--- config.mk ---
export PLATFORM = sky130hd
export DESIGN_NAME = tetris_key_decoder
export DESIGN_NICKNAME = d
export VERILOG_FILES = /design/src/rtl/tetris_key_decoder.sv
export SDC_FILE = /design/constraint.sdc
export NUM_CORES = 1
export LEC_CHECK = 0
export CORE_ASPECT_RATIO = 0.75
export CORE_MARGIN = 10
export CORE_UTILIZATION = 45
export DETAILED_ROUTE_END_ITERATION = 6
export PLACE_DENSITY = 0.72
export SLEW_MARGIN = 20
export SYNTH_ARGS = -nofsm -noshare
export SYNTH_HDL_FRONTEND = slang
export SYNTH_SLANG_ARGS = --single-unit
--- constraint.sdc ---
create_clock -name clk_i -period 3.1 [get_ports clk_i]
set_clock_uncertainty 0.15 [all_clocks]
set_input_delay 0.93 -clock clk_i [delete_from_list [all_inputs] [get_ports clk_i]]
set_output_delay 0.93 -clock clk_i [all_outputs]
set_load 0.05 [all_outputs]
--- src/rtl/tetris_key_decoder.sv ---
// PS/2 scan-code set 2 parser that turns make codes into 3-bit game events,
// queued in a small first-word-fall-through FIFO drained by the game logic.
module tetris_key_decoder #(
    parameter int FIFO_DEPTH     = 8,
    parameter int TIMEOUT_CYCLES = 250000
) (
    input  logic       clk_i,
    input  logic       rst_n_i,
    input  logic [7:0] ps2_key_data_i,
    input  logic       ps2_key_data_en_i,
    input  logic       user_event_rd_req_i,
    output logic [2:0] user_event_o,
    output logic       user_event_ready_o,
    output logic       overflow_o
);
    localparam int AW = $clog2(FIFO_DEPTH);
    localparam int TW = $clog2(TIMEOUT_CYCLES + 1);
    localparam logic [TW-1:0] TMO_LAST = TW'(TIMEOUT_CYCLES - 1);
    localparam logic [TW-1:0] TMO_ONE  = TW'(1);
    localparam logic [AW:0]   PTR_ONE  = (AW+1)'(1);

    typedef enum logic [2:0] {S_IDLE, S_EXT, S_BRK, S_EXT_BRK, S_SKIP} state_t;

    state_t        state_q;
    logic [TW-1:0] tmo_q;
    logic [2:0]    skip_q;

    logic          evt_push_d;
    logic [2:0]    evt_code_d;

    logic [AW:0]   wptr_q, rptr_q;
    logic [2:0]    mem_q [FIFO_DEPTH];
    logic          overflow_q;
    logic          empty, full, pop, wr;

    // Only complete make codes produce an event; breaks and prefixes never do.
    always_comb begin
        evt_push_d = 1'b0;
        evt_code_d = 3'd0;
        if (ps2_key_data_en_i) begin
            case (state_q)
                S_IDLE: begin
                    case (ps2_key_data_i)
                        8'h29:   begin evt_push_d = 1'b1; evt_code_d = 3'd4; end
                        8'h4D:   begin evt_push_d = 1'b1; evt_code_d = 3'd5; end
                        8'h5A:   begin evt_push_d = 1'b1; evt_code_d = 3'd6; end
                        default: ;
                    endcase
                end
                S_EXT: begin
                    case (ps2_key_data_i)
                        8'h6B:   begin evt_push_d = 1'b1; evt_code_d = 3'd0; end
                        8'h74:   begin evt_push_d = 1'b1; evt_code_d = 3'd1; end
                        8'h72:   begin evt_push_d = 1'b1; evt_code_d = 3'd2; end
                        8'h75:   begin evt_push_d = 1'b1; evt_code_d = 3'd3; end
                        default: ;
                    endcase
                end
                default: ;
            endcase
        end
    end

    always_ff @(posedge clk_i or negedge rst_n_i) begin
        if (!rst_n_i) begin
            state_q <= S_IDLE;
            tmo_q   <= '0;
            skip_q  <= '0;
        end else if (ps2_key_data_en_i) begin
            tmo_q <= '0;
            case (state_q)
                S_IDLE: begin
                    case (ps2_key_data_i)
                        8'hE0:   state_q <= S_EXT;
                        8'hF0:   state_q <= S_BRK;
                        8'hE1:   begin state_q <= S_SKIP; skip_q <= 3'd7; end
                        default: state_q <= S_IDLE;
                    endcase
                end
                S_EXT:   state_q <= (ps2_key_data_i == 8'hF0) ? S_EXT_BRK : S_IDLE;
                S_SKIP: begin
                    if (skip_q <= 3'd1) begin
                        state_q <= S_IDLE;
                        skip_q  <= '0;
                    end else begin
                        skip_q <= skip_q - 3'd1;
                    end
                end
                default: state_q <= S_IDLE;
            endcase
        end else if (state_q != S_IDLE) begin
            // Saturating idle timer abandons a stale prefix.
            if (tmo_q == TMO_LAST) begin
                state_q <= S_IDLE;
                skip_q  <= '0;
            end else begin
                tmo_q <= tmo_q + TMO_ONE;
            end
        end
    end

    assign empty = (wptr_q == rptr_q);
    assign full  = (wptr_q[AW] != rptr_q[AW]) && (wptr_q[AW-1:0] == rptr_q[AW-1:0]);
    assign pop   = user_event_rd_req_i && !empty;
    // A concurrent pop frees the head slot, so a push on full still fits.
    assign wr    = evt_push_d && (!full || pop);

    always_ff @(posedge clk_i or negedge rst_n_i) begin
        if (!rst_n_i) begin
            wptr_q     <= '0;
            rptr_q     <= '0;
            overflow_q <= 1'b0;
        end else begin
            if (wr)  wptr_q <= wptr_q + PTR_ONE;
            if (pop) rptr_q <= rptr_q + PTR_ONE;
            overflow_q <= evt_push_d && full && !pop;
        end
    end

    always_ff @(posedge clk_i) begin
        if (wr) mem_q[wptr_q[AW-1:0]] <= evt_code_d;
    end

    assign user_event_ready_o = !empty;
    assign user_event_o       = empty ? 3'd0 : mem_q[rptr_q[AW-1:0]];
    assign overflow_o         = overflow_q;

endmodule

==> reports/metrics.yaml, run 1 <==
worst_slack_ns: 0.0674
num-nets-final: 325
antenna_cells: 0
syn_nets: 280
synth_cells: 264
slew_headroom_pct: 59.2
grt_max_degree: 34
syn_area_um2: 3060
dp_worst_setup_slack_ns: -0.312
area_growth_pct: 21.0
synth-adder-area-share_pct: 1.64
pwr-share-clk_pct: 31.2
setup-violations-final: 0
sequentialPowerShare_pct: 44.0
clock_sinks: 57
wl_per_cell_um: 16.2
internal_power_mw: 1.43
final_hold_viol_count: 0
dieWidth_um: 115
die_h_um: 91.4
total_leakage_power_nw: 1.42
vdd_ir_drop_max_mv: 0.230
cp_max_fo: 8
synth_top_family_by_area: "simple AND/OR/NAND/NOR gates"
syn_area_per_cell_um2: 11.6
hpwlAfterDp_mm: 4.66
cts-root-buf: "clkbuf_8"
row_count: 25
min_path_type: "reg -> reg"
core-area_um2: 6440
switching_share_pct: 31.6
port-buffer-count: 16
critPathLaunchType: "input port"
crit_type: "in -> reg"
dr.pass1.iters: 4
synth_flop_cell: "dfrtp_1"
cp-end-kind: "flop"
routed_wl_mm: 6.41
synth_simple_gate_area_share_pct: 19.0
synth-edff-count: 24
yosysTopAreaCell: "dfrtp_1"
critPathArrivalTime_ns: 2.91
cts_tree: "yes"
htreeDepth: 3
ys_top_cells_by_count: "33 x dfrtp_1, 31 x nor2_1, 24 x edfxtp_1"
gp_congestion: 0.794
min_period_ns: 3.03
yosysWarnings: 0
synth_compound_area_share_pct: 11.5
design.die.area_um2: 10500
drive_above_1_share_pct: 22.9
fin_tns_setup_ns: 0
yosysUniqueCellTypes: 54
clkTransAtPathRegs_ns: 0.06
post_cts.repair.setup_buffers: 0
yosysSeqAreaShare_pct: 50.6
fmax_mhz: 330
cts_made_buffers: 9
async_flop_share_pct: 57.9
worst_pin_slew_ns: 0.609
grt_overflow: 0
synthXorXnorAreaFrac_pct: 7.17
critPathRequiredTime_ns: 2.98
synthTopCellsByArea: "dfrtp_1 27%, edfxtp_1 24%, xnor2_1 6.0%, mux4_2 4.4%, nor2_1 3.8%"
rsz0062_at_grt: "no"
first_global_vias: 2295
drtAntennaViolNets: 0
grt_pass1_wl_mm: 11.1
final_max_slew_viol_count: 0
path_cells: "clkdlybuf4s50_1 -> or3b_1 -> a2111oi_2 -> o21ai_1 -> a21oi_4 -> and4bb_1"
place_area_um2: 3480
insertion_delay_ns: 0.33
vias_per_cell: 5.63
antenna_found_initial: 0
ys_seq_elements: 57
period_share_pct: 97.8
final_cell_area_um2: 3700
grt_usage_pct: 12.9
cts_buffer_depth: 2
cts_hold_buffers: 0
status: "finished clean"
power.density_nw_per_um2: 566
maxCapViolCount: 0
initial_core_util_pct: 47.4
drtIter0Drc: 86
pin_count: 17
synthMuxAreaShare_pct: 7.21
route.detailed.drc: 0
synth_top_area_share_pct: 27.0
cp_slowest_cell: "clkdlybuf4s50_1"
vias: 2224
cts_resized: 0
hold_slack_ns: 0.344
combPwrFrac_pct: 24.8
yosysMostFrequentCell: "dfrtp_1"
p_sw_mw: 0.660
max_stage_delay_ns: 0.52
[registers in the layout, indices dropped and copies added (netlist names)]
| register | flops |
|---|---|
| mem_q | 24 |
| tmo_q | 18 |
| rptr_q | 4 |
| wptr_q | 4 |
| skip_q | 3 |
| state_q | 3 |
| overflow_o | 1 |
[cells in the final DEF, fill, tap and decap left out, types with 6 or more instances in the layout]
cell type / instances
buf_4: 34
mux4_2: 6
nand3_1: 13
xnor2_1: 21
clkbuf_8: 9
edfxtp_1: 24
nor2_1: 30
a211oi_1: 9
clkdlybuf4s50_1: 10
a2111oi_0: 6
dfrtp_1: 32
inv_1: 10
nand2_1: 10
[cell type report]
class	instances	area, um^2
clock buffers	10	128
clock inverters	6	58.8
fillers	532	2750
inverters	10	37.5
multi-input cells	185	1450
flip-flops and latches	57	1550
well taps	81	101
repair buffers	46	380
[metrics by stage]
stage	utilization [%]	cells	power (mW)
2_1_floorplan	-	264	1.29
3_3_place_gp	54.1	379	1.44
3_5_place_dp	54.1	379	1.46
4_1_cts	57.0	395	2.11
5_1_grt	57.4	395	2.21
6_report	57.4	395	2.09
[path summary, 6_finish.rpt]
path	slack, ns	startpoint	cells past startpoint	endpoint
hold reg to reg	0.34	rptr_q[3]	1	rptr_q[3]
setup reg to reg	0.83	state_q[2]	5	mem_q[1][1]
min in group asynchronous	0.85	rst_n_i	2	skip_q[2]
setup / recovery	0.07	ps2_key_data_i[1]	6	mem_q[1][1]
max in group asynchronous	1.62	rst_n_i	2	rptr_q[0]
hold / removal	0.34	rptr_q[3]	1	rptr_q[3]
[cells by family (layout without fill, tap and decap cells)]
group | Yosys count | count (layout)
multiplexers | 14 | 14
buffers and inverters | 22 | 72
XOR/XNOR | 25 | 25
AND/OR/NAND/NOR | 100 | 100
flip-flops | 57 | 57
AO/OA/AOI/OAI | 42 | 42
adder cells (fa/ha/maj) | 4 | 4
[critical path, delay by kind of cell]
family,cells,cell delay (ns)
AO/OA/AOI/OAI,3,0.75
buffers and inverters,1,0.52
AND/OR/NAND/NOR,2,0.72
[routing by layer]
layer / global-route usage [%] / vias up / part of all wire [%]
met3: 4.60 / 4 / 5.4
met1: 18.1 / 1087 / 50
li1: - / 1081 / -
met2: 18.3 / 52 / 44
met4: 3.19 / 0 / 0.51
met5: 0 / - / 0
[power by group through the flow]
stage	logic [mW]	registers (mW)	clock network, mW
after floorplan	0.431	0.860	0
after CTS	0.524	0.920	0.668
final	0.518	0.921	0.653
after global placement	0.512	0.932	0
after global routing	0.564	0.935	0.712
after detailed placement	0.523	0.934	0
(Power assumes the default switching activity.)
==> run 2, diff against run 1 <==
CTS_CLUSTER_DIAMETER = 40   (was default)
==> results of run 2 <==
No change in the layout: final DEF, timing and power equal those of run 1.
==> run 3, diff against run 2 <==
CORE_ASPECT_RATIO = default   (was 0.75)
PLACE_DENSITY = 0.74   (was 0.72)
clock period = 2.5 ns   (was 3.1 ns; I/O delays follow)
==> reports/metrics.yaml, run 3 (synthesis results as in run 1) <==
grt_overflow: 0
port-buffer-count: 16
cts_made_buffers: 9
slew_headroom_pct: 63.1
clock_sinks: 57
dieWidth_um: 102
cts-root-buf: "clkbuf_8"
cp_max_fo: 10
cts_tree: "yes"
gp_congestion: 0.854
critPathLaunchType: "flop"
wl_per_cell_um: 16.8
vdd_ir_drop_max_mv: 0.351
largest_reg_flops: 24
htreeDepth: 3
period_share_pct: 107
route.detailed.drc: 0
final_hold_viol_count: 0
min_path_type: "reg -> reg"
path_cells: "buf_12 -> buf_4 -> xnor2_2 -> nand3_2 -> nor2b_2 -> buf_4 -> nor2_2 -> buf_6"
crit_type: "reg -> out"
initial_core_util_pct: 47.3
worst_slack_ns: -0.178
total_leakage_power_nw: 1.53
num-nets-final: 339
dr.pass1.iters: 4
core-area_um2: 6460
busiest_layer: "met2"
final_common_cell: "buf_4"
grt_use_met2_pct: 22.3
min_period_ns: 2.68
cp_slowest_cell: "dfrtp_1"
antenna_cells: 0
cp-end-kind: "output pin"
fill_cells: 513
critPathRequiredTime_ns: 1.60
grt_usage_pct: 13.8
pin_count: 17
drive_above_1_share_pct: 34.5
violations: "negative setup slack"
cp_common_cell: "buf_4"
hpwlAfterDp_mm: 4.54
use_met3_pct: 4.05
cp_num_buf_inv: 4
insertion_delay_ns: 0.34
vias_per_cell: 5.71
clkTransAtPathRegs_ns: 0.07
status: "finished, violations left"
max_stage_delay_ns: 0.40
area_growth_pct: 29.3
design.die.area_um2: 10500
setup-violations-final: 4
power.density_nw_per_um2: 728
final_cell_mix: "38 x buf_4, 32 x dfrtp_1, 27 x nor2_1"
rsz0062_at_grt: "yes"
drtIter0Drc: 117
placed_cells: 376
vias: 2314
routed_wl_mm: 6.79
dp_worst_setup_slack_ns: -0.717
first_global_vias: 2324
final_cells: 405
grt_pass1_wl_mm: 11.3
final_max_slew_viol_count: 0
fin_tns_setup_ns: -0.681
worst_pin_slew_ns: 0.540
antenna_found_initial: 0
use_met1_pct: 16.9
critPathArrivalTime_ns: 1.78
row_count: 29
fmax_mhz: 373
die_h_um: 102
drtAntennaViolNets: 0
critPathTopFamily: "buffers and inverters"
cts_buffer_depth: 2
maxCapViolCount: 0
grt_max_degree: 34
==> run 3: cell types whose count changed in the layout (fill, tap and decap cells not counted), sizes merged, moves of 2 or more <==
cell	change
buf	+15
clkdlybuf4s15	+2
clkdlybuf4s50	-6
clkinv	-2
dlygate4sd2	+2
dlymetal6s2s	-2
inv	+2
==> run 3: stage by stage <==
stage / total power, mW / util [%] / cell area (um^2) / hold slack, ns
2_1_floorplan: 1.62 / - / 3070 / 0.304
3_3_place_gp: 1.85 / 54.3 / 3510 / 0.327
3_5_place_dp: 1.87 / 54.3 / 3510 / 0.332
4_1_cts: 2.78 / 59.7 / 3850 / 0.349
5_1_grt: 3.01 / 61.2 / 3950 / 0.368
6_report: 2.87 / 61.2 / 3950 / 0.345
==> run 3: repair_timing <==
action / in CTS / in global routing
hold buffers: 0 / 0
pin swaps: 11 / 13
buffers inserted: 5 / 7
gates cloned: 1 / 0
gates resized for setup: 39 / 21
hold endpoints to repair: 0 / 0
endpoints found under the setup margin: 49 / 39
==> run 3: metal layers <==
| metal | vias up | wire length [um] |
|---|---|---|
| met4 | 0 | 106 |
| li1 | 1109 | - |
| met2 | 53 | 3340 |
| met3 | 11 | 260 |
| met1 | 1141 | 3080 |
| met5 | - | 0 |
==> run 3: final cells by class <==
type                       instances  area, um^2  share of cell area, %
clock buffer                       9         124                   3.14
inverter                          10        37.5                  0.950
timing repair buffer              59         507                   12.8
sequential                        57        1550                   39.2
multi-input combinational        186        1560                   39.5
tap                               77        96.3                   2.44
clock inverter                     7        78.8                   2.00
==> run 3: worst paths after layout <==
path,startpoint,to,slack [ns],depth (start not counted)
min,rptr_q[3],rptr_q[3],0.34,1
min reg2reg,rptr_q[3],rptr_q[3],0.34,1
max reg2reg,tmo_q[10],skip_q[2],0.20,6
max,rptr_q[0],user_event_o[0],-0.18,8
min in group asynchronous,rst_n_i,tmo_q[14],0.65,2
max in group asynchronous,rst_n_i,rptr_q[1],1.22,2
==> run 3: power by group <==
| part | switching, mW | internal, mW |
|---|---|---|
| registers | 0.0602 | 1.03 |
| logic | 0.468 | 0.455 |
| clock network | 0.398 | 0.467 |
==> RTL edit (flow settings as in run 2) <==
Register the inputs `ps2_key_data_i` and `ps2_key_data_en_i` before use, with the module's reset. The logic sees them one clock later. The other inputs are not delayed to match.
--- a/src/rtl/tetris_key_decoder.sv
+++ b/src/rtl/tetris_key_decoder.sv
@@ -21,6 +21,19 @@
 
     typedef enum logic [2:0] {S_IDLE, S_EXT, S_BRK, S_EXT_BRK, S_SKIP} state_t;
 
+    logic [7:0] ps2_key_data_q;
+    logic ps2_key_data_en_q;
+
+    always_ff @(posedge clk_i or negedge rst_n_i) begin
+        if (!rst_n_i) begin
+            ps2_key_data_q    <= '0;
+            ps2_key_data_en_q <= '0;
+        end else begin
+            ps2_key_data_q    <= ps2_key_data_i;
+            ps2_key_data_en_q <= ps2_key_data_en_i;
+        end
+    end
+
     state_t        state_q;
     logic [TW-1:0] tmo_q;
     logic [2:0]    skip_q;
@@ -37,10 +50,10 @@
     always_comb begin
         evt_push_d = 1'b0;
         evt_code_d = 3'd0;
-        if (ps2_key_data_en_i) begin
+        if (ps2_key_data_en_q) begin
             case (state_q)
                 S_IDLE: begin
-                    case (ps2_key_data_i)
+                    case (ps2_key_data_q)
                         8'h29:   begin evt_push_d = 1'b1; evt_code_d = 3'd4; end
                         8'h4D:   begin evt_push_d = 1'b1; evt_code_d = 3'd5; end
                         8'h5A:   begin evt_push_d = 1'b1; evt_code_d = 3'd6; end
@@ -48,7 +61,7 @@
                     endcase
                 end
                 S_EXT: begin
-                    case (ps2_key_data_i)
+                    case (ps2_key_data_q)
                         8'h6B:   begin evt_push_d = 1'b1; evt_code_d = 3'd0; end
                         8'h74:   begin evt_push_d = 1'b1; evt_code_d = 3'd1; end
                         8'h72:   begin evt_push_d = 1'b1; evt_code_d = 3'd2; end
@@ -66,18 +79,18 @@
             state_q <= S_IDLE;
             tmo_q   <= '0;
             skip_q  <= '0;
-        end else if (ps2_key_data_en_i) begin
+        end else if (ps2_key_data_en_q) begin
             tmo_q <= '0;
             case (state_q)
                 S_IDLE: begin
-                    case (ps2_key_data_i)
+                    case (ps2_key_data_q)
                         8'hE0:   state_q <= S_EXT;
                         8'hF0:   state_q <= S_BRK;
                         8'hE1:   begin state_q <= S_SKIP; skip_q <= 3'd7; end
                         default: state_q <= S_IDLE;
                     endcase
                 end
-                S_EXT:   state_q <= (ps2_key_data_i == 8'hF0) ? S_EXT_BRK : S_IDLE;
+                S_EXT:   state_q <= (ps2_key_data_q == 8'hF0) ? S_EXT_BRK : S_IDLE;
                 S_SKIP: begin
                     if (skip_q <= 3'd1) begin
                         state_q <= S_IDLE;
Check against the original RTL: not equivalent (Yosys sat finds a counterexample within 4 cycles, from zero or initial values and one cycle with rst_n_i low).
==> RTL edit against run 2 <==
  * Count of clock-buffer cells in the layout fell by 1
  * Setup slack improved by 170 ps
  * Power rose by 15%
  * Register-to-register slack got worse by 280 ps
  * Final area rose by 2.2%
  * Worst hold slack got worse by 0.98 ps
  * First-iteration DRC count rose by 40%
  * Wire length rose by 0.34%
  * Non-clock buffer count fell by 20
  * Final cell count rose by 2.5%
  * Area after synthesis rose by 6.6%
  * Sequential cell count rose by 9
==> RTL edit: results (changes against run 2) <==
cts_made_buffers: 9  # unchanged
buffer_ports.inserted: 16  # unchanged
nNetsFinal: 318  # -2.2%
largest_register_ff_count: 24  # unchanged
async_flop_share: 0.636  # +0.0574
syn_nets: 295  # +5.4%
grt_pass1_wl_um: 11000  # -1.3%
run_status: "completed"
hold_violations: 0  # unchanged
layout.filler_cells: 598  # +12%
ctsLongestPathBuffers: 2  # unchanged
antenna_violations_before_repair: 0  # unchanged
clockRootBuffer: "sky130_fd_sc_hd__clkbuf_8"
multiInputGateArea_um2: 1380  # -4.3%
antenna-diode-count: 0  # unchanged
number_of_enable_flip_flop_cells_after_synthesis: 24  # unchanged
cp_top_family: "multiplexers"
maxSlewHeadroom: 0.389  # -0.203
wl_per_cell_um: 15.9  # -2.1%
drt_first_pass_iters: 4  # unchanged
timing.critical_path.fanout_max: 7  # -1
yosys_warnings: 0  # unchanged
clock_insertion_delay_worst_skew_ps: 350  # +20 ps
gp_routability_congestion: 0.789  # -0.69%
post-place-cells: 389  # +2.6%
worst_path_max_delay_cell: "sky130_fd_sc_hd__mux4_2"
nNonClkInverters: 7  # -3
layout.clock.cell_area_share: 0.0639  # +0.0135
detailedPlacementHpwl_um: 4440  # -4.8%
biggest_area_contributors_in_the_synthesized_netlist: "sky130_fd_sc_hd__dfrtp_1, sky130_fd_sc_hd__edfxtp_1, sky130_fd_sc_hd__mux4_2"
grt_pass1_vias: 2210  # -3.7%
synth_common_cells: "sky130_fd_sc_hd__dfrtp_1, sky130_fd_sc_hd__edfxtp_1, sky130_fd_sc_hd__nor2_1"
synthDistinctLibCells: 58  # +7.4%
cts.clk_slew.worst_paths_ps: 70
layout.clock_buffers: 9  # -1
yosys_register_bits: 66  # +16%
postPlaceCellArea_um2: 3540  # +1.5%
arrival_ps: 1790  # -1120 ps
multiInputCombCellCount: 192  # +3.8%
final_util: 0.545  # -0.0287
non_clock_buffer_count: 26  # -43%
synth-seq-area-share: 0.544  # +0.0376
n_tap_cell: 98  # +21%
drive_above_1_share: 0.169  # -0.0599
routed_wirelength_um: 6430  # +0.34%
drt_first_iter_violations: 120  # +40%
grt_usage: 0.124  # -0.00468
dp_slack_ps: 236  # +549 ps
hp-class: "register to register"
postCtsSetupBuffers: 0  # unchanged
mapped_cells: 279  # +5.7%
leakagePower_nw: 1.42  # about the same
ctsHtreeMaxLevel: 3  # unchanged
power.ir.vdd_worst_uv: 427  # +85%
critPathMaxStageDelay_ps: 550  # +30 ps
post_drt_via_cell_ratio: 5.58  # -0.98%
seq_share: 0.469  # +0.0507
signal_buffer_area_fraction: 0.0616  # -0.0413
grt_start_max_net_pins: 43  # +26%
RTL edit: cell types whose count changed after synthesis, sizes merged, moves of 8 or more:
cell	run 2	this run
a2111oi	11	0
xnor2	21	12
a21oi	7	18
nor2	31	21
dfrtp	33	42
a211oi	10	2
RTL edit: cell families after synthesis:
logic type / after synthesis / synth area share
fa+ha+maj: 4 / 0.0154
simple gates: 108 / 0.195
mux: 13 / 0.0641
xor+xnor: 16 / 0.0430
buf+inv: 21 / 0.0319
flops: 66 / 0.544
compound gates: 51 / 0.106
RTL edit: what timing repair did:
| action | 4_1_cts | 5_1_grt |
|---|---|---|
| setup endpoints to repair | 0 | 3 |
| hold buffers | 0 | 0 |
| resized for setup | 0 | 1 |
RTL edit: path summary, 6_finish.rpt:
path	startpoint	cells past startpoint	slack, ps	endpoint
max	rptr_q[0]$_DFFE_PN0P_	4	230	user_event_o[0]
min	wptr_q[3]$_DFFE_PN0P_	1	340	wptr_q[3]$_DFFE_PN0P_
max reg2reg	ps2_key_data_q[2]$_DFF_PN0_	5	550	mem_q[5][2]$_DFFE_PP_
min reg2reg	wptr_q[3]$_DFFE_PN0P_	1	340	wptr_q[3]$_DFFE_PN0P_
max in group asynchronous	rst_n_i	1	1610	rptr_q[0]$_DFFE_PN0P_
min in group asynchronous	rst_n_i	1	570	skip_q[1]$_DFFE_PN0P_
RTL edit: layer usage:
| layer | up-vias | GRT usage | share of wire |
|---|---|---|---|
| met5 | - | 0 | 0 |
| met4 | 0 | 0.0503 | 0.017 |
| met3 | 12 | 0.0420 | 0.049 |
| met2 | 44 | 0.175 | 0.43 |
| met1 | 1101 | 0.171 | 0.50 |
| li1 | 1101 | - | - |
RTL edit: power breakdown:
part | internal, mW | switching, mW
registers | 0.946 | 0.101
clock network | 0.532 | 0.337
logic | 0.233 | 0.263
total | 1.71 | 0.701
